===== config.mk =====
export PLATFORM = sky130hd
export DESIGN_NAME = normalize_pipe
export DESIGN_NICKNAME = d
export VERILOG_FILES = /design/src/rtl/normalize_pkg.sv /design/src/rtl/normalize_level.sv /design/src/rtl/normalize_pipe.sv
export SDC_FILE = /design/constraint.sdc
export NUM_CORES = 1
export LEC_CHECK = 0
export CORE_AREA = 2 2 102 104
export CTS_BUF_LIST = sky130_fd_sc_hd__clkbuf_8 sky130_fd_sc_hd__clkbuf_16
export DETAILED_ROUTE_END_ITERATION = 10
export DIE_AREA = 0 0 104 106
export HOLD_SLACK_MARGIN = 0.03
export PLACE_DENSITY = 0.83
export SLEW_MARGIN = 20
export SYNTH_ARGS = -nofsm -noshare
export SYNTH_HDL_FRONTEND = slang
export SYNTH_HIERARCHICAL = 1
export SYNTH_SLANG_ARGS = --single-unit

===== constraint.sdc =====
create_clock -name clock -period 4.5 [get_ports clock]
set_clock_uncertainty 0.2 [all_clocks]
set_input_delay 0.9 -clock clock [delete_from_list [all_inputs] [get_ports clock]]
set_output_delay 0.9 -clock clock [all_outputs]
set_load 0.02 [all_outputs]

===== src/rtl/normalize_pkg.sv =====
// normalize_pkg: shared width helpers and level-to-stage mapping for normalize_pipe
package normalize_pkg;
  localparam int DEF_WIDTH = 32;
  function automatic int log2(input int n);
    int r = 0;
    for (int v = n; v > 1; v = v >> 1) r++;
    return r;
  endfunction
  function automatic int dist_w(input int width);
    return log2(width);
  endfunction
  // first level (counted from the MSB level) owned by stage s
  function automatic int stage_lo(input int s, input int l, input int stages);
    return (s * l) / stages;
  endfunction
  function automatic int stage_of(input int i, input int l, input int stages);
    int r = 0;
    for (int s = 0; s < stages; s++) if (i >= stage_lo(s, l, stages)) r = s;
    return r;
  endfunction
endpackage


===== src/rtl/normalize_level.sv =====
// normalize_level: one shift level; shifts left by 2^K when the top 2^K bits are zero
module normalize_level #(
  parameter int WIDTH = 32,
  parameter int K = 0
) (
  input  logic [WIDTH-1:0] x_i,
  output logic [WIDTH-1:0] y_o,
  output logic             d_o
);
  assign d_o = ~|x_i[WIDTH-1 -: (1 << K)];
  assign y_o = d_o ? x_i << (1 << K) : x_i;
endmodule


===== src/rtl/normalize_pipe.sv =====
// normalize_pipe: pipelined leading-zero normaliser with valid/ready flow control and flush
module normalize_pipe
  import normalize_pkg::*;
#(
  parameter int WIDTH = DEF_WIDTH,
  parameter int STAGES = 2,
  parameter int TAG_W = 4
) (
  input  logic                      clock,
  input  logic                      reset_n,
  input  logic                      flush,
  input  logic                      in_valid,
  output logic                      in_ready,
  input  logic [WIDTH-1:0]          in_data,
  input  logic [TAG_W-1:0]          in_tag,
  output logic                      out_valid,
  input  logic                      out_ready,
  output logic [WIDTH-1:0]          out_data,
  output logic [dist_w(WIDTH)-1:0]  out_distance,
  output logic                      out_zero,
  output logic [TAG_W-1:0]          out_tag
);
  localparam int L = dist_w(WIDTH);
  logic [STAGES-1:0] v_q, v_d;
  logic [STAGES:0]   ld;
  logic              en_q;
  logic [WIDTH-1:0]  data_q [STAGES];
  logic [L-1:0]      dist_q [STAGES];
  logic [TAG_W-1:0]  tag_q  [STAGES];
  logic [WIDTH-1:0]  stg_y  [STAGES];
  logic [L-1:0]      stg_d  [STAGES];

  for (genvar i = 0; i < L; i++) begin : g_lvl
    localparam int S = stage_of(i, L, STAGES);
    localparam int K = L - 1 - i;
    logic [WIDTH-1:0] x, y;
    logic [L-1:0]     di, dn;
    logic             z;
    if (i == stage_lo(S, L, STAGES)) begin : g_head
      if (S == 0) begin : g_in
        assign x  = in_data;
        assign di = '0;
      end else begin : g_reg
        assign x  = data_q[S-1];
        assign di = dist_q[S-1];
      end
    end else begin : g_link
      assign x  = g_lvl[i-1].y;
      assign di = g_lvl[i-1].dn;
    end
    normalize_level #(.WIDTH(WIDTH), .K(K)) u_level (.x_i(x), .y_o(y), .d_o(z));
    assign dn = di | (L'(z) << K);
  end

  for (genvar s = 0; s < STAGES; s++) begin : g_stg
    localparam int H = stage_lo(s + 1, L, STAGES) - 1;
    assign stg_y[s] = g_lvl[H].y;
    assign stg_d[s] = g_lvl[H].dn;
  end

  // a stage loads when empty or when its content moves on downstream
  always_comb begin
    ld = '0;
    v_d = '0;
    ld[STAGES] = out_ready;
    for (int s = STAGES - 1; s >= 0; s--) ld[s] = ~v_q[s] | ld[s+1];
    v_d[0] = flush ? 1'b0 : ld[0] ? in_valid & en_q : v_q[0];
    for (int s = 1; s < STAGES; s++) v_d[s] = flush ? 1'b0 : ld[s] ? v_q[s-1] : v_q[s];
  end

  always_ff @(posedge clock or negedge reset_n)
    if (!reset_n) begin
      v_q  <= '0;
      en_q <= 1'b0;
    end else begin
      v_q  <= v_d;
      en_q <= 1'b1;
    end

  always_ff @(posedge clock) begin
    if (ld[0]) begin
      data_q[0] <= stg_y[0];
      dist_q[0] <= stg_d[0];
      tag_q[0]  <= in_tag;
    end
    for (int s = 1; s < STAGES; s++)
      if (ld[s]) begin
        data_q[s] <= stg_y[s];
        dist_q[s] <= stg_d[s];
        tag_q[s]  <= tag_q[s-1];
      end
  end

  assign in_ready     = en_q & ~flush & ld[0];
  assign out_valid    = v_q[STAGES-1];
  assign out_data     = data_q[STAGES-1];
  assign out_distance = dist_q[STAGES-1];
  assign out_tag      = tag_q[STAGES-1];
  assign out_zero     = ~data_q[STAGES-1][WIDTH-1];
endmodule


==> impl_results.html, run 1 <==
<table>
<tr><th>Metric</th><th>Value</th></tr>
<tr><th colspan="2">STA</th></tr>
<tr><td>Final setup fails</td><td>0</td></tr>
<tr><td>Max-slew violation total from the final report</td><td>0</td></tr>
<tr><td>Setup TNS after final layout</td><td>0 ns</td></tr>
<tr><td>Slew of the pin with the lowest slew margin</td><td>1.08 ns</td></tr>
<tr><td>Worst slew margin</td><td>0.276</td></tr>
<tr><td>Fin. Hold Viols</td><td>0</td></tr>
<tr><td>Maximum achievable frequency</td><td>approximately 0.27 GHz</td></tr>
<tr><td>Post-route fraction of the period consumed by the critical path</td><td>0.818</td></tr>
<tr><td>Setup repair after global routing missed its margin</td><td>false</td></tr>
<tr><td>Final critical path time including I/O delays and setup</td><td>3.68 ns</td></tr>
<tr><th colspan="2">Final layout</th></tr>
<tr><td>Area growth from synthesis to layout</td><td>15.3%</td></tr>
<tr><td>Final core utilization</td><td>0.564</td></tr>
<tr><td>Fraction of final layout cells with drive strength greater than 1</td><td>0.333</td></tr>
<tr><td>Final-stage net count</td><td>411</td></tr>
<tr><td>Number of inserted diodes</td><td>0</td></tr>
<tr><th colspan="2">Clocking</th></tr>
<tr><td>Clock sinks</td><td>82</td></tr>
<tr><td>Post-CTS Setup Repair Bufs</td><td>0</td></tr>
<tr><td>CTS resizes</td><td>0</td></tr>
<tr><td>CTS tree</td><td>done</td></tr>
<tr><td>Post-CTS Hold Fix Bufs</td><td>0</td></tr>
<tr><td>Later-pin clock latency in the skew report</td><td>0.34 ns</td></tr>
<tr><td>H-tree levels</td><td>3</td></tr>
<tr><td>TritonCTS buffer count</td><td>9</td></tr>
<tr><td>Clock-pin slew on the worst setup and hold paths</td><td>about 0.080 ns</td></tr>
<tr><td>Number of buffers between clock root and the deepest sink</td><td>2</td></tr>
<tr><td>Clk Tree Root Cell</td><td>sky130_fd_sc_hd__clkbuf_8</td></tr>
<tr><th colspan="2">Die</th></tr>
<tr><td>Count of pins on the block boundary</td><td>85</td></tr>
<tr><td>Effective utilization at floorplan</td><td>0.489</td></tr>
<tr><td>Total number of placement rows</td><td>37</td></tr>
<tr><td>Area of the core</td><td>0.0100 mm2</td></tr>
<tr><td>Full die area</td><td>0.0110 mm2</td></tr>
<tr><td>Die Wd</td><td>104 um</td></tr>
<tr><td>Die span in y</td><td>106 um</td></tr>
<tr><th colspan="2">Setup path</th></tr>
<tr><td>Series of cell instances along the critical path</td><td>clkdlybuf4s50_1 -&gt; nor4_1 -&gt; nand4_1 -&gt; inv_2 -&gt; a21o_1 -&gt; nor4_1 -&gt; nand2_1 -&gt; clkinv_2 -&gt; mux2_1</td></tr>
<tr><td>Sum of buffers and inverters on the critical path</td><td>3</td></tr>
<tr><td>Dominant cell type by count on the critical path</td><td>sky130_fd_sc_hd__nor4_1</td></tr>
<tr><td>Startpoint Class</td><td>primary input</td></tr>
<tr><td>Slowest-stage cell, CP</td><td>sky130_fd_sc_hd__clkdlybuf4s50_1</td></tr>
<tr><td>Setup CP Type</td><td>primary input to flop</td></tr>
<tr><td>Endpoint required time on the critical path</td><td>4.39 ns</td></tr>
<tr><td>CP top delay family</td><td>buffers and inverters</td></tr>
<tr><td>Largest stage delay on the critical path</td><td>about 0.46 ns</td></tr>
<tr><td>Worst-path maximum fanout</td><td>25</td></tr>
<tr><td>Data arrival at the endpoint of the critical path</td><td>between 3 and 4 ns</td></tr>
<tr><td>Beginning of the critical path</td><td>in_data[28]</td></tr>
<tr><td>Setup slack of the worst register-to-register path</td><td>1.68 ns</td></tr>
<tr><td>Launch instance of the worst register-to-register path</td><td>data_q[0][28]$_DFFE_PP_</td></tr>
<tr><td>Setup crit end kind</td><td>flop</td></tr>
<tr><th colspan="2">Status</th></tr>
<tr><td>Outcome</td><td>finished, final reports clean</td></tr>
<tr><th colspan="2">Detailed routing</th></tr>
<tr><td>DRC</td><td>0</td></tr>
<tr><td>Average vias per placed instance</td><td>4.91</td></tr>
<tr><td>WL per Instance</td><td>15.8 um</td></tr>
<tr><td>ANT nets after route</td><td>0</td></tr>
<tr><td>Total length of routed wires</td><td>8.06 mm</td></tr>
<tr><td>First-iteration detailed-routing DRC count</td><td>between 100 and 150</td></tr>
<tr><td>Number of iterations in the first detailed-routing pass</td><td>4</td></tr>
<tr><td>Total via count after detailed routing</td><td>2508</td></tr>
<tr><th colspan="2">Power</th></tr>
<tr><td>Lkg Pwr</td><td>2.32 nW</td></tr>
<tr><td>Power per cell area</td><td>336 mW/mm2</td></tr>
<tr><td>Total power</td><td>0.00189 W</td></tr>
<tr><td>Worst IR drop on VDD</td><td>between 0.00015 and 0.0002 V</td></tr>
<tr><th colspan="2">Yosys</th></tr>
<tr><td>Most numerous cell in the Yosys netlist</td><td>sky130_fd_sc_hd__edfxtp_1</td></tr>
<tr><td>Dominant cell type by area after synthesis</td><td>sky130_fd_sc_hd__edfxtp_1</td></tr>
<tr><td>Synthesized netlist cell count</td><td>327</td></tr>
<tr><td>Fraction of synthesis flops using an asynchronous set or reset pin</td><td>0.0366</td></tr>
<tr><td>Top cell type's share of synthesized area</td><td>0.485</td></tr>
<tr><td>Yosys warnings</td><td>6</td></tr>
<tr><td>Synth Area per Inst</td><td>approximately 15 um2</td></tr>
<tr><td>Cell variety after synth</td><td>31</td></tr>
<tr><td>Most numerous cell types in the synthesized netlist</td><td>sky130_fd_sc_hd__edfxtp_1 (79), sky130_fd_sc_hd__mux2_4 (64), sky130_fd_sc_hd__buf_4 (42), sky130_fd_sc_hd__mux2_2 (33), sky130_fd_sc_hd__and2_1 (25)</td></tr>
<tr><td>Post-Syn Area</td><td>0.00489 mm2</td></tr>
<tr><td>Most instantiated flip-flop cell in the synthesis netlist</td><td>sky130_fd_sc_hd__edfxtp_1</td></tr>
<tr><td>Syn_nets</td><td>368</td></tr>
<tr><td>Count of flip-flops with a built-in enable after synthesis</td><td>79</td></tr>
<tr><td>FF+latch count, synth</td><td>82</td></tr>
<tr><td>Top post-synthesis cells by area</td><td>sky130_fd_sc_hd__edfxtp_1 (49%), sky130_fd_sc_hd__mux2_4 (20%), sky130_fd_sc_hd__mux2_2 (7.6%)</td></tr>
<tr><td>Sequential cell area fraction in the yosys report</td><td>0.501</td></tr>
<tr><th colspan="2">Run</th></tr>
<tr><td>Max cap viols</td><td>0</td></tr>
<tr><th colspan="2">Global routing</th></tr>
<tr><td>Tot GR Track Use</td><td>0.148</td></tr>
<tr><td>Largest net degree at the start of global routing</td><td>43</td></tr>
<tr><td>Number of antenna violations at the first check in global routing</td><td>0</td></tr>
<tr><td>First-pass GRT wire length</td><td>12.7 mm</td></tr>
<tr><td>Global-route congestion overflow total</td><td>0</td></tr>
<tr><td>Via count of the first global-routing pass</td><td>2549</td></tr>
<tr><th colspan="2">Placement</th></tr>
<tr><td>Hpwl dp</td><td>6.16 mm</td></tr>
<tr><td>Routability congestion estimate</td><td>0.802</td></tr>
<tr><td>Number of port buffers</td><td>84</td></tr>
<tr><th colspan="2">Hold path</th></tr>
<tr><td>Hold path startpoint</td><td>tag_q[0][3]$_DFFE_PP_</td></tr>
<tr><td>Type of the tightest min-delay check</td><td>flop to flop</td></tr>
</table>
## stage by stage
stage                     setup slack, ns  hold WS [ns]  area (um2)  std cells
after detailed placement            0.466         0.209        5430        495
after CTS                           0.838         0.229        5640        511
after global routing                0.683         0.249        5640        511
after global placement              0.541         0.208        5430        495
after floorplan                     0.869         0.200        4890        327
final                               0.821         0.226        5640        511
## worst register-to-register path, delay by kind of cell (launching register included)
family             cells  cell delay, ns
muxes                  2            0.71
AOI/OAI and AO/OA      1            0.29
and+or+nand+nor        2            0.93
DFF                    1            0.45
## cell families (layout without fill, tap and decap cells)
logic type      after synthesis  after routing  synth area share
mux                          98             98             0.275
simple gates                 48             48            0.0642
other cells                   1              1          0.000767
buf+inv                      66            114             0.111
compound gates               32             32            0.0489
flops                        82             82             0.501
## path summary, 6_finish.rpt
check,depth (start not counted),endpoint
hold reg to reg,0,tag_q[0][7]$_DFFE_PP_
hold / removal,0,tag_q[0][7]$_DFFE_PP_
min in group asynchronous,1,v_q[0]$_DFFE_PN0P_
max in group asynchronous,1,v_q[1]$_DFFE_PN0P_
setup / recovery,9,data_q[0][23]$_DFFE_PP_
setup reg to reg,5,data_q[0][34]$_DFFE_PP_
## layout by cell type, fill, tap and decap left out, types with 2 or more instances in the layout
cell                              Yosys  final
sky130_fd_sc_hd__inv_1                9     10
sky130_fd_sc_hd__edfxtp_1            79     79
sky130_fd_sc_hd__and2_1              25     25
sky130_fd_sc_hd__a31o_2               4      4
sky130_fd_sc_hd__clkinv_2             1      3
sky130_fd_sc_hd__clkbuf_8             0      9
sky130_fd_sc_hd__dfrtp_1              3      3
sky130_fd_sc_hd__nor4_1               6      6
sky130_fd_sc_hd__mux2_4              64     64
sky130_fd_sc_hd__buf_4               42      3
sky130_fd_sc_hd__a21o_1              24     24
sky130_fd_sc_hd__nand2_1              2      2
sky130_fd_sc_hd__mux2_2              33     33
sky130_fd_sc_hd__nor2_1               2      2
sky130_fd_sc_hd__nor2b_1              6      6
sky130_fd_sc_hd__bufinv_16            0      2
sky130_fd_sc_hd__a21oi_1              2      2
sky130_fd_sc_hd__clkdlybuf4s50_1      0     84
## final cells by class
class | instances | area [um2]
tap | 136 | 170
clock inverter | 7 | 85.1
multi-input combinational | 179 | 1900
inverter | 11 | 42.5
clock buffer | 9 | 124
fill | 851 | 4360
timing repair buffer | 87 | 863
sequential | 82 | 2450
## sequential cells by signal (all words and copies together) (netlist names)
register  flops
dist_q        7
v_q           2
tag_q         8
data_q       64
en_q          1
## routing by layer
| metal | share of wire | global-route usage |
|---|---|---|
| met5 | 0 | 0 |
| met1 | 0.47 | 0.192 |
| met4 | 0.0071 | 0.0463 |
| met3 | 0.048 | 0.0349 |
| met2 | 0.48 | 0.247 |
## report_power, final
group | internal [W] | switching (W)
Sequential | 0.000911 | 0.0000234
Clock | 0.000307 | 0.000253
Combinational | 0.000238 | 0.000163
Total | 0.00145 | 0.000440
No activity file was read; power rests on OpenSTA's default activity.
==> run 2, diff against run 1 <==
- CORE_AREA: 2 2 102 104 -> 2 2 104 106
- DIE_AREA: 0 0 104 106 -> 0 0 106 108
- PLACE_DENSITY: 0.83 -> 0.84
- clock period: 4.5 -> 2.98 ns (I/O delays scaled with it)
==> run 2 against run 1 <==
Total power is 49% higher. Worst setup slack worse by 0.62 ns. Register-to-register slack worse by 1.2 ns. Hold slack worse by 0.0059 ns. Combinational power is 55% higher. Routed wire length fell by 0.20%. Clock power grew 41%. Clock-buffer cell count unchanged. Core utilization rose by 0.36 points. Sequential power up 51%. Sequential share of layout area shrank 1.3 points. Critical path depth is 1 higher. Critical endpoint unchanged.
==> impl_results.html, run 2 (synthesized netlist as in run 1, its figures left out) <==
<table>
<tr><th>Metric</th><th>Value</th></tr>
<tr><th colspan="2">Detailed routing</th></tr>
<tr><td>Total length of routed wires</td><td>between 8 and 9 mm</td></tr>
<tr><td>ANT nets after route</td><td>0</td></tr>
<tr><td>DRC</td><td>0</td></tr>
<tr><td>WL per Instance</td><td>15.1 um</td></tr>
<tr><td>Total via count after detailed routing</td><td>roughly 2600</td></tr>
<tr><td>Average vias per placed instance</td><td>4.85</td></tr>
<tr><td>First-iteration detailed-routing DRC count</td><td>72</td></tr>
<tr><td>Number of iterations in the first detailed-routing pass</td><td>4</td></tr>
<tr><th colspan="2">Clocking</th></tr>
<tr><td>Later-pin clock latency in the skew report</td><td>0.34 ns</td></tr>
<tr><td>CTS resizes</td><td>0</td></tr>
<tr><td>Number of buffers between clock root and the deepest sink</td><td>2</td></tr>
<tr><td>Post-CTS Hold Fix Bufs</td><td>0</td></tr>
<tr><td>Clock sinks</td><td>82</td></tr>
<tr><td>Clock-pin slew on the worst setup and hold paths</td><td>about 0.08 ns</td></tr>
<tr><td>TritonCTS buffer count</td><td>9</td></tr>
<tr><td>Clk Tree Root Cell</td><td>sky130_fd_sc_hd__clkbuf_8</td></tr>
<tr><td>H-tree levels</td><td>3</td></tr>
<tr><td>CTS tree</td><td>done</td></tr>
<tr><td>Post-CTS Setup Repair Bufs</td><td>0</td></tr>
<tr><th colspan="2">Die</th></tr>
<tr><td>Die span in y</td><td>108 um</td></tr>
<tr><td>Die Wd</td><td>106 um</td></tr>
<tr><td>Area of the core</td><td>0.0102 mm2</td></tr>
<tr><td>Effective utilization at floorplan</td><td>0.478</td></tr>
<tr><td>Count of pins on the block boundary</td><td>85</td></tr>
<tr><td>Total number of placement rows</td><td>37</td></tr>
<tr><td>Full die area</td><td>~0.011 mm2</td></tr>
<tr><th colspan="2">Power</th></tr>
<tr><td>Lkg Pwr</td><td>between 2 and 2.5 nW</td></tr>
<tr><td>Power per cell area</td><td>486 mW/mm2</td></tr>
<tr><td>Worst IR drop on VDD</td><td>0.000204 V</td></tr>
<tr><th colspan="2">Status</th></tr>
<tr><td>Outcome</td><td>finished, final reports clean</td></tr>
<tr><th colspan="2">Global routing</th></tr>
<tr><td>Tot GR Track Use</td><td>0.148</td></tr>
<tr><td>First-pass GRT wire length</td><td>between 10 and 15 mm</td></tr>
<tr><td>Largest net degree at the start of global routing</td><td>42</td></tr>
<tr><td>Via count of the first global-routing pass</td><td>between 2000 and 3000</td></tr>
<tr><td>Global-route congestion overflow total</td><td>0</td></tr>
<tr><td>Number of antenna violations at the first check in global routing</td><td>0</td></tr>
<tr><th colspan="2">Final layout</th></tr>
<tr><td>Number of non-filler instances in the completed layout</td><td>532</td></tr>
<tr><td>Top reg by flops</td><td>data_q</td></tr>
<tr><td>Fraction of final layout cells with drive strength greater than 1</td><td>0.369</td></tr>
<tr><td>Most frequent cells in the layout</td><td>sky130_fd_sc_hd__clkdlybuf4s50_1 (84), sky130_fd_sc_hd__edfxtp_1 (79), sky130_fd_sc_hd__mux2_4 (64)</td></tr>
<tr><td>Most common library cell in the layout ignoring fill and taps</td><td>sky130_fd_sc_hd__clkdlybuf4s50_1</td></tr>
<tr><td>Area growth from synthesis to layout</td><td>18.7%</td></tr>
<tr><td>Post-route cell area</td><td>0.00580 mm2</td></tr>
<tr><td>Registers with the most flip-flops</td><td>data_q x64, tag_q x8, dist_q x7</td></tr>
<tr><td>Flip-flop count of the largest register, all copies and words added</td><td>64</td></tr>
<tr><td>Number of inserted diodes</td><td>0</td></tr>
<tr><td>Final-stage net count</td><td>432</td></tr>
<tr><th colspan="2">STA</th></tr>
<tr><td>Worst slew margin</td><td>0.394</td></tr>
<tr><td>Maximum achievable frequency</td><td>0.360 GHz</td></tr>
<tr><td>Post-Route Hold Slack</td><td>0.220 ns</td></tr>
<tr><td>Final setup fails</td><td>0</td></tr>
<tr><td>Slew of the pin with the lowest slew margin</td><td>roughly 0.9 ns</td></tr>
<tr><td>Max-slew violation total from the final report</td><td>0</td></tr>
<tr><td>Final critical path time including I/O delays and setup</td><td>2.78 ns</td></tr>
<tr><td>Setup repair after global routing missed its margin</td><td>false</td></tr>
<tr><td>Post-route fraction of the period consumed by the critical path</td><td>0.933</td></tr>
<tr><td>Fin. Hold Viols</td><td>0</td></tr>
<tr><th colspan="2">Setup path</th></tr>
<tr><td>Setup CP Type</td><td>primary input to flop</td></tr>
<tr><td>Data arrival at the endpoint of the critical path</td><td>2.67 ns</td></tr>
<tr><td>Worst-path maximum fanout</td><td>25</td></tr>
<tr><td>Endpoint required time on the critical path</td><td>2.87 ns</td></tr>
<tr><td>Startpoint Class</td><td>primary input</td></tr>
<tr><td>Setup crit end kind</td><td>flop</td></tr>
<tr><th colspan="2">Run</th></tr>
<tr><td>Max cap viols</td><td>0</td></tr>
<tr><th colspan="2">Placement</th></tr>
<tr><td>Placed Instances</td><td>just over 500</td></tr>
<tr><td>Routability congestion estimate</td><td>between 0.8 and 0.9</td></tr>
<tr><td>Hpwl dp</td><td>6.13 mm</td></tr>
<tr><td>Number of port buffers</td><td>84</td></tr>
<tr><td>Post-Place Cell Area</td><td>around 0.0056 mm2</td></tr>
<tr><th colspan="2">Hold path</th></tr>
<tr><td>Type of the tightest min-delay check</td><td>flop to flop</td></tr>
</table>
-- run 2: layer usage --
layer | vias to the layer above | track usage | wire length, um
met3 | 5 | 0.0404 | 419
met1 | 1205 | 0.186 | 3640
met5 | - | 0 | 0
li1 | 1289 | - | -
met2 | 83 | 0.254 | 3930
met4 | 0 | 0.0414 | 60
-- run 2: critical path, cell delays in order --
cell and delay, ns:
sky130_fd_sc_hd__clkdlybuf4s50_1 0.45, sky130_fd_sc_hd__nor4_1 0.35, sky130_fd_sc_hd__nand4_1 0.19, sky130_fd_sc_hd__inv_2 0.20, sky130_fd_sc_hd__a21o_1 0.17, sky130_fd_sc_hd__nor4_1 0.06, sky130_fd_sc_hd__nand2_1 0.10, sky130_fd_sc_hd__clkinv_2 0.07
sky130_fd_sc_hd__buf_12 0.16, sky130_fd_sc_hd__mux2_1 0.32
-- run 2: worst paths after layout --
check / from / to / slack (ns) / cells after the start
max in group asynchronous: reset_n / en_q$_DFF_PN0_ / 2.20 / 1
min reg2reg: tag_q[0][1]$_DFFE_PP_ / tag_q[0][5]$_DFFE_PP_ / 0.22 / 0
min: tag_q[0][1]$_DFFE_PP_ / tag_q[0][5]$_DFFE_PP_ / 0.22 / 0
max: in_data[28] / data_q[0][23]$_DFFE_PP_ / 0.20 / 10
max reg2reg: data_q[0][29]$_DFFE_PP_ / data_q[0][44]$_DFFE_PP_ / 0.46 / 5
min in group asynchronous: reset_n / v_q[1]$_DFFE_PN0P_ / 0.23 / 1
-- run 2: metrics by stage --
step | util | setup TNS (ns) | worst slack, ns | power (W)
4_1_cts | 0.567 | 0 | 0.170 | 0.00286
6_report | 0.567 | 0 | 0.201 | 0.00282
2_1_floorplan | - | -0.0425 | -0.0425 | 0.00191
3_5_place_dp | 0.548 | -3.22 | -0.186 | 0.00206
5_1_grt | 0.567 | 0 | 0.0856 | 0.00295
3_3_place_gp | 0.548 | -3.00 | -0.177 | 0.00205
-- run 2: power breakdown --
| group | switching, W | internal (W) | total, W | leakage, nW |
|---|---|---|---|---|
| clock network | 0.000406 | 0.000386 | 0.000792 | 0.0947 |
| registers | 0.0000346 | 0.00137 | 0.00141 | 0.881 |
| logic | 0.000247 | 0.000374 | 0.000621 | 1.43 |
-- run 2: area by class of cell --
type                            count  area [um2]
Fill cell                         839        4430
Sequential cell                    82        2450
Multi-Input combinational cell    179        1900
Timing Repair Buffer              108        1050
Tap cell                          136         170
Clock buffer                        9         124
Clock inverter                      7        70.1
Inverter                           11        42.5
==> run 3, diff against run 2 <==
- CELL_PAD_IN_SITES_DETAIL_PLACEMENT: unset -> 1
- CELL_PAD_IN_SITES_GLOBAL_PLACEMENT: unset -> 1
- CORE_AREA: 2 2 104 106 -> 2 2 114 116
- DIE_AREA: 0 0 106 108 -> 0 0 116 118
==> run 3 against run 2 <==
Clock-buffer cell count stayed put. Sequential power hardly changed. Register-to-register slack worse by 0.05 ns. Worst setup slack got worse by 0.0039 ns. Fmax fell by 0.14%. First-iteration DRC count rose by 61%. Core utilization down 8.2 points. Final area is 3.8% higher. Largest cell class unchanged.
==> impl_results.html, run 3 (synthesized netlist as in run 1, its figures left out) <==
<table>
<tr><th>Metric</th><th>Value</th></tr>
<tr><th colspan="2">Setup path</th></tr>
<tr><td>Startpoint Class</td><td>primary input</td></tr>
<tr><td>Series of cell instances along the critical path</td><td>clkdlybuf4s50_1 -&gt; nand3b_1 -&gt; and3b_1 -&gt; clkdlybuf4s50_1</td></tr>
<tr><td>Setup CP Type</td><td>primary input to primary output</td></tr>
<tr><td>CP top delay family</td><td>buffers and inverters</td></tr>
<tr><td>Setup crit end kind</td><td>primary output</td></tr>
<tr><td>Largest stage delay on the critical path</td><td>roughly 0.61 ns</td></tr>
<tr><td>Slowest-stage cell, CP</td><td>sky130_fd_sc_hd__clkdlybuf4s50_1</td></tr>
<tr><td>Worst-path maximum fanout</td><td>2</td></tr>
<tr><td>Endpoint required time on the critical path</td><td>2.18 ns</td></tr>
<tr><td>Data arrival at the endpoint of the critical path</td><td>1.99 ns</td></tr>
<tr><td>Sum of buffers and inverters on the critical path</td><td>2</td></tr>
<tr><td>Dominant cell type by count on the critical path</td><td>sky130_fd_sc_hd__clkdlybuf4s50_1</td></tr>
<tr><th colspan="2">Die</th></tr>
<tr><td>Full die area</td><td>0.0137 mm2</td></tr>
<tr><td>Die span in y</td><td>118 um</td></tr>
<tr><td>Die Wd</td><td>116 um</td></tr>
<tr><td>Count of pins on the block boundary</td><td>85</td></tr>
<tr><td>Area of the core</td><td>0.0124 mm2</td></tr>
<tr><td>Effective utilization at floorplan</td><td>0.394</td></tr>
<tr><td>Total number of placement rows</td><td>41</td></tr>
<tr><th colspan="2">Status</th></tr>
<tr><td>Outcome</td><td>finished, final reports clean</td></tr>
<tr><th colspan="2">Placement</th></tr>
<tr><td>Number of port buffers</td><td>between 80 and 90</td></tr>
<tr><td>Hpwl dp</td><td>7.40 mm</td></tr>
<tr><td>Routability congestion estimate</td><td>a little under 0.8</td></tr>
<tr><td>Post-placement setup slack</td><td>-0.198 ns</td></tr>
<tr><th colspan="2">Detailed routing</th></tr>
<tr><td>DRC</td><td>0</td></tr>
<tr><td>Number of iterations in the first detailed-routing pass</td><td>4</td></tr>
<tr><td>Average vias per placed instance</td><td>4.61</td></tr>
<tr><td>Wire length on met3</td><td>about 480 um</td></tr>
<tr><td>Met1 WL</td><td>4.30 mm</td></tr>
<tr><td>Highest metal layer with signal wires</td><td>met4</td></tr>
<tr><td>Total length of routed wires</td><td>9.51 mm</td></tr>
<tr><td>WL per Instance</td><td>~17 um</td></tr>
<tr><td>Wire length on met2</td><td>4.59 mm</td></tr>
<tr><td>ANT nets after route</td><td>0</td></tr>
<tr><td>First-iteration detailed-routing DRC count</td><td>116</td></tr>
<tr><td>Total via count after detailed routing</td><td>~2700</td></tr>
<tr><th colspan="2">Clocking</th></tr>
<tr><td>Clock sinks</td><td>around 80</td></tr>
<tr><td>Number of buffers between clock root and the deepest sink</td><td>2</td></tr>
<tr><td>Post-CTS Hold Fix Bufs</td><td>0</td></tr>
<tr><td>TritonCTS buffer count</td><td>9</td></tr>
<tr><td>H-tree levels</td><td>3</td></tr>
<tr><td>CTS tree</td><td>done</td></tr>
<tr><td>Later-pin clock latency in the skew report</td><td>0.34 ns</td></tr>
<tr><td>Clock-pin slew on the worst setup and hold paths</td><td>approximately 0.06 ns</td></tr>
<tr><td>Post-CTS Setup Repair Bufs</td><td>0</td></tr>
<tr><td>Clk Tree Root Cell</td><td>sky130_fd_sc_hd__clkbuf_16</td></tr>
<tr><th colspan="2">Final layout</th></tr>
<tr><td>Fraction of final layout cells with drive strength greater than 1</td><td>0.376</td></tr>
<tr><td>Final-stage net count</td><td>440</td></tr>
<tr><td>Final core utilization</td><td>0.485</td></tr>
<tr><td>Most common library cell in the layout ignoring fill and taps</td><td>sky130_fd_sc_hd__clkdlybuf4s50_1</td></tr>
<tr><td>Area growth from synthesis to layout</td><td>23.2%</td></tr>
<tr><td>Registers with the most flip-flops</td><td>data_q x64, tag_q x8, dist_q x7</td></tr>
<tr><td>Flip-flop count of the largest register, all copies and words added</td><td>64</td></tr>
<tr><td>Most frequent cells in the layout</td><td>sky130_fd_sc_hd__clkdlybuf4s50_1 (84), sky130_fd_sc_hd__edfxtp_1 (79), sky130_fd_sc_hd__mux2_4 (64)</td></tr>
<tr><td>Top reg by flops</td><td>data_q</td></tr>
<tr><td>Number of inserted diodes</td><td>0</td></tr>
<tr><th colspan="2">STA</th></tr>
<tr><td>Max-slew violation total from the final report</td><td>0</td></tr>
<tr><td>Slew of the pin with the lowest slew margin</td><td>about 0.93 ns</td></tr>
<tr><td>Fin. Hold Viols</td><td>0</td></tr>
<tr><td>Post-route setup slack</td><td>0.197 ns</td></tr>
<tr><td>Final critical path time including I/O delays and setup</td><td>2.78 ns</td></tr>
<tr><td>Setup repair after global routing missed its margin</td><td>false</td></tr>
<tr><td>Worst slew margin</td><td>0.381</td></tr>
<tr><td>Final setup fails</td><td>0</td></tr>
<tr><td>Post-Route Hold Slack</td><td>0.227 ns</td></tr>
<tr><td>Post-route fraction of the period consumed by the critical path</td><td>0.934</td></tr>
<tr><td>Maximum achievable frequency</td><td>0.359 GHz</td></tr>
<tr><th colspan="2">Global routing</th></tr>
<tr><td>Largest net degree at the start of global routing</td><td>42</td></tr>
<tr><td>Tot GR Track Use</td><td>0.143</td></tr>
<tr><td>Number of antenna violations at the first check in global routing</td><td>0</td></tr>
<tr><td>Via count of the first global-routing pass</td><td>2912</td></tr>
<tr><td>Global-route congestion overflow total</td><td>0</td></tr>
<tr><td>First-pass GRT wire length</td><td>14.8 mm</td></tr>
<tr><th colspan="2">Power</th></tr>
<tr><td>Lkg Pwr</td><td>2.52 nW</td></tr>
<tr><td>Total power</td><td>0.00319 W</td></tr>
<tr><td>Power per cell area</td><td>between 500 and 600 mW/mm2</td></tr>
<tr><td>Worst IR drop on VDD</td><td>0.000299 V</td></tr>
<tr><th colspan="2">Hold path</th></tr>
<tr><td>Type of the tightest min-delay check</td><td>flop to flop</td></tr>
<tr><th colspan="2">Run</th></tr>
<tr><td>Max cap viols</td><td>0</td></tr>
</table>
## run 3: final cells by class
cell class	count	area, um2
clock inverters	7	78.8
clock buffers	9	225
repair buffers	116	1110
inverters	11	42.5
fillers	1269	6390
well taps	172	215
flip-flops and latches	82	2450
multi-input cells	179	1910
## run 3: path summary, 6_finish.rpt
path                                         start                 endpoint  slack (ns)  cells after the start
setup / recovery                         out_ready                 in_ready        0.20                      4
hold / removal               tag_q[0][1]$_DFFE_PP_    tag_q[0][5]$_DFFE_PP_        0.23                      0
setup reg to reg           data_q[0][28]$_DFFE_PP_  data_q[0][33]$_DFFE_PP_        0.41                      5
hold reg to reg              tag_q[0][1]$_DFFE_PP_    tag_q[0][5]$_DFFE_PP_        0.23                      0
max in group asynchronous                  reset_n       v_q[0]$_DFFE_PN0P_        2.19                      1
min in group asynchronous                  reset_n       v_q[1]$_DFFE_PN0P_        0.24                      1
## run 3: repair_timing
item | in CTS | in global routing
endpoints found under the setup margin | 0 | 3
resized for setup | 0 | 1
hold endpoints to repair | 0 | 0
## run 3: per-stage QoR
stage          cell area [um2]  instances  setup TNS, ns
2_1_floorplan             4890        327        -0.0425
5_1_grt                   6020        576              0
6_report                  6020        576              0
3_3_place_gp              5710        560          -2.89
4_1_cts                   6020        576              0
3_5_place_dp              5710        560          -3.24
## run 3: power by group
part,internal (W),switching (W),total [W]
logic,0.000380,0.000262,0.000641
registers,0.00138,0.0000385,0.00142
clock network,0.000718,0.000416,0.00113
total,0.00248,0.000716,0.00319
## run 3: worst reg2reg max path: stages (launching register included)
cell	delay [ns]
sky130_fd_sc_hd__edfxtp_1	0.46
sky130_fd_sc_hd__nor2_1	0.09
sky130_fd_sc_hd__a31o_2	0.28
sky130_fd_sc_hd__inv_1	0.09
sky130_fd_sc_hd__a21o_2	0.75
sky130_fd_sc_hd__mux2_2	0.45
## run 3: layer usage
metal	vias up	global-route usage
li1	1298	-
met1	1265	0.175
met2	83	0.231
met3	11	0.0510
met4	0	0.0521
met5	-	0
==> RTL edit, RTL diff (config.mk and constraints of run 2) <==
Set the parameter `STAGES` to 1 (it was 2).
--- a/src/rtl/normalize_pipe.sv
+++ b/src/rtl/normalize_pipe.sv
@@ -3,7 +3,7 @@
   import normalize_pkg::*;
 #(
   parameter int WIDTH = DEF_WIDTH,
-  parameter int STAGES = 2,
+  parameter int STAGES = 1,
   parameter int TAG_W = 4
 ) (
   input  logic                      clock,
Behaviour: not the same (Yosys sat finds a counterexample within 4 cycles, from zero or initial values and one cycle with reset_n low).
==> RTL edit against run 2 <==
- the run now ends with setup timing left
- register-to-register slack gained 1000 ps
- total power shrank 31%
- design area down 8.1%
- routed wire length up 8.5%
- area after synthesis decreased by 30%
- die area is the same
- worst setup slack worse by 920 ps
- sequential cell count shrank 39
- via count decreased by 3.1%
- global-route usage is 0.31 points higher
- largest cell class is now multi-input combinational cells
==> RTL edit: results (changes against run 2) <==
Parameter                              Value

Outcome
  Violated checks    setup timing
  Outcome    finished, violations left (was finished, final reports clean)

Power
  Worst voltage drop across the vdd grid    190.2 uV (was 204.3 uV)
  Leakage dissipation    0.002443 uW (was 0.002410 uW)

GRT
  GR Util met3    1.688% (was 4.039%)
  Vias in the first global route    2659 (was 2677)
  Met1 track demand over resource    18.23% (was 18.57%)

STA
  Worst Slack Setup Final    -719.3 ps (was 200.9 ps)
  Final number of setup-violating endpoints    33 (was 0)
  Total negative setup slack    -21300 ps (was 0 ps)

Worst setup path
  Worst-path maximum fanout    7 (was 25)
  Data arrival, critical path    3550 ps (was 2670 ps)
  Crit. Startpoint    in_data[23] (was in_data[28])
  End of the worst register-to-register path    data_q[0][28] (was data_q[0][44])
  Worst-case reg-to-reg path depth    2 (was 5)
  Worst flop-to-flop path startpoint    out_valid (was data_q[0][29])

Route
  Total number of vias    2502 (was 2582)
  Met1 WL    3668 um (was 3640 um)
  Ratio of routed vias to standard cells    4.677 (was 4.853)
  Sum of met3 wire segment lengths after detailed routing    294 um (was 419 um)
  Met2 wire length    4600 um (was 3927 um)
  Number of DRC markers after the initial detailed-route iteration    79 (was 72)

Logic synthesis
  Sequential element share of the synthesized area    37.61% (was 50.05%)
  Leading cell types by count after synthesis    64 x mux2_4, 41 x edfxtp_1, 33 x mux2_2 (was 79 x edfxtp_1, 64 x mux2_4, 42 x buf_4)
  Net count of the mapped netlist    285 (was 368)
  Fraction of synthesis flops using an asynchronous set or reset pin    4.651% (was 3.659%)

Layout
  Layout Cell Area excl Fill    0.005335 mm2 (was 0.005803 mm2)
  Fin nets    439 (was 432)
  Total area of multi-input combinational cells    0.002140 mm2 (was 0.001903 mm2)
  Non-clk bufs    160 (was 108)
  Fraction of layout instances using a drive strength above 1    57.39% (was 36.87%)
  Clock distribution area overhead in the final layout    2.017% (was 3.342%)
  Fraction of area in non-clock buffers    29.69% (was 18.02%)
  Sequential portion of the cell area    24.02% (was 42.17%)

Place
  Placed insts    495 (was 516)
  Standard cell area after detailed placement    0.004672 mm2 (was 0.005609 mm2)
  Half-perimeter wire length after placement    6104 um (was 6135 um)

Clock network
  Total CTS buffers    5 (was 9)

Min path
  Hold Path Class    input port to async pin (was flop to flop)
[RTL edit: worst max-delay path, cell delays in order]
cell and delay (ps):
buf_4 130, nor4_4 240, nand4_1 130, buf_6 160, inv_6 70, a21o_1 170, nor4_2 60, nand2_1 120
inv_4 60, a21o_1 200, buf_6 130, nor4_4 290, buf_4 190, buf_12 130, mux2_4 310, mux2_4 290
mux2_4 270
[RTL edit: report_power, final]
| part | total (uW) | internal, uW | switching [uW] | leakage, uW |
|---|---|---|---|---|
| clock network | 441 | 245 | 196 | 0.0000556 |
| logic | 740 | 443 | 297 | 0.00193 |
| registers | 763 | 744 | 19.0 | 0.000459 |
| total | 1940 | 1430 | 511 | 0.00244 |
[RTL edit: timing repair]
item	in CTS	in global routing
setup buffers	30	6
hold buffers	0	0
pin swaps	18	18
resized for setup	143	18
endpoints found under the setup margin	35	34
endpoints found under the hold margin	0	0
gates cloned	7	0
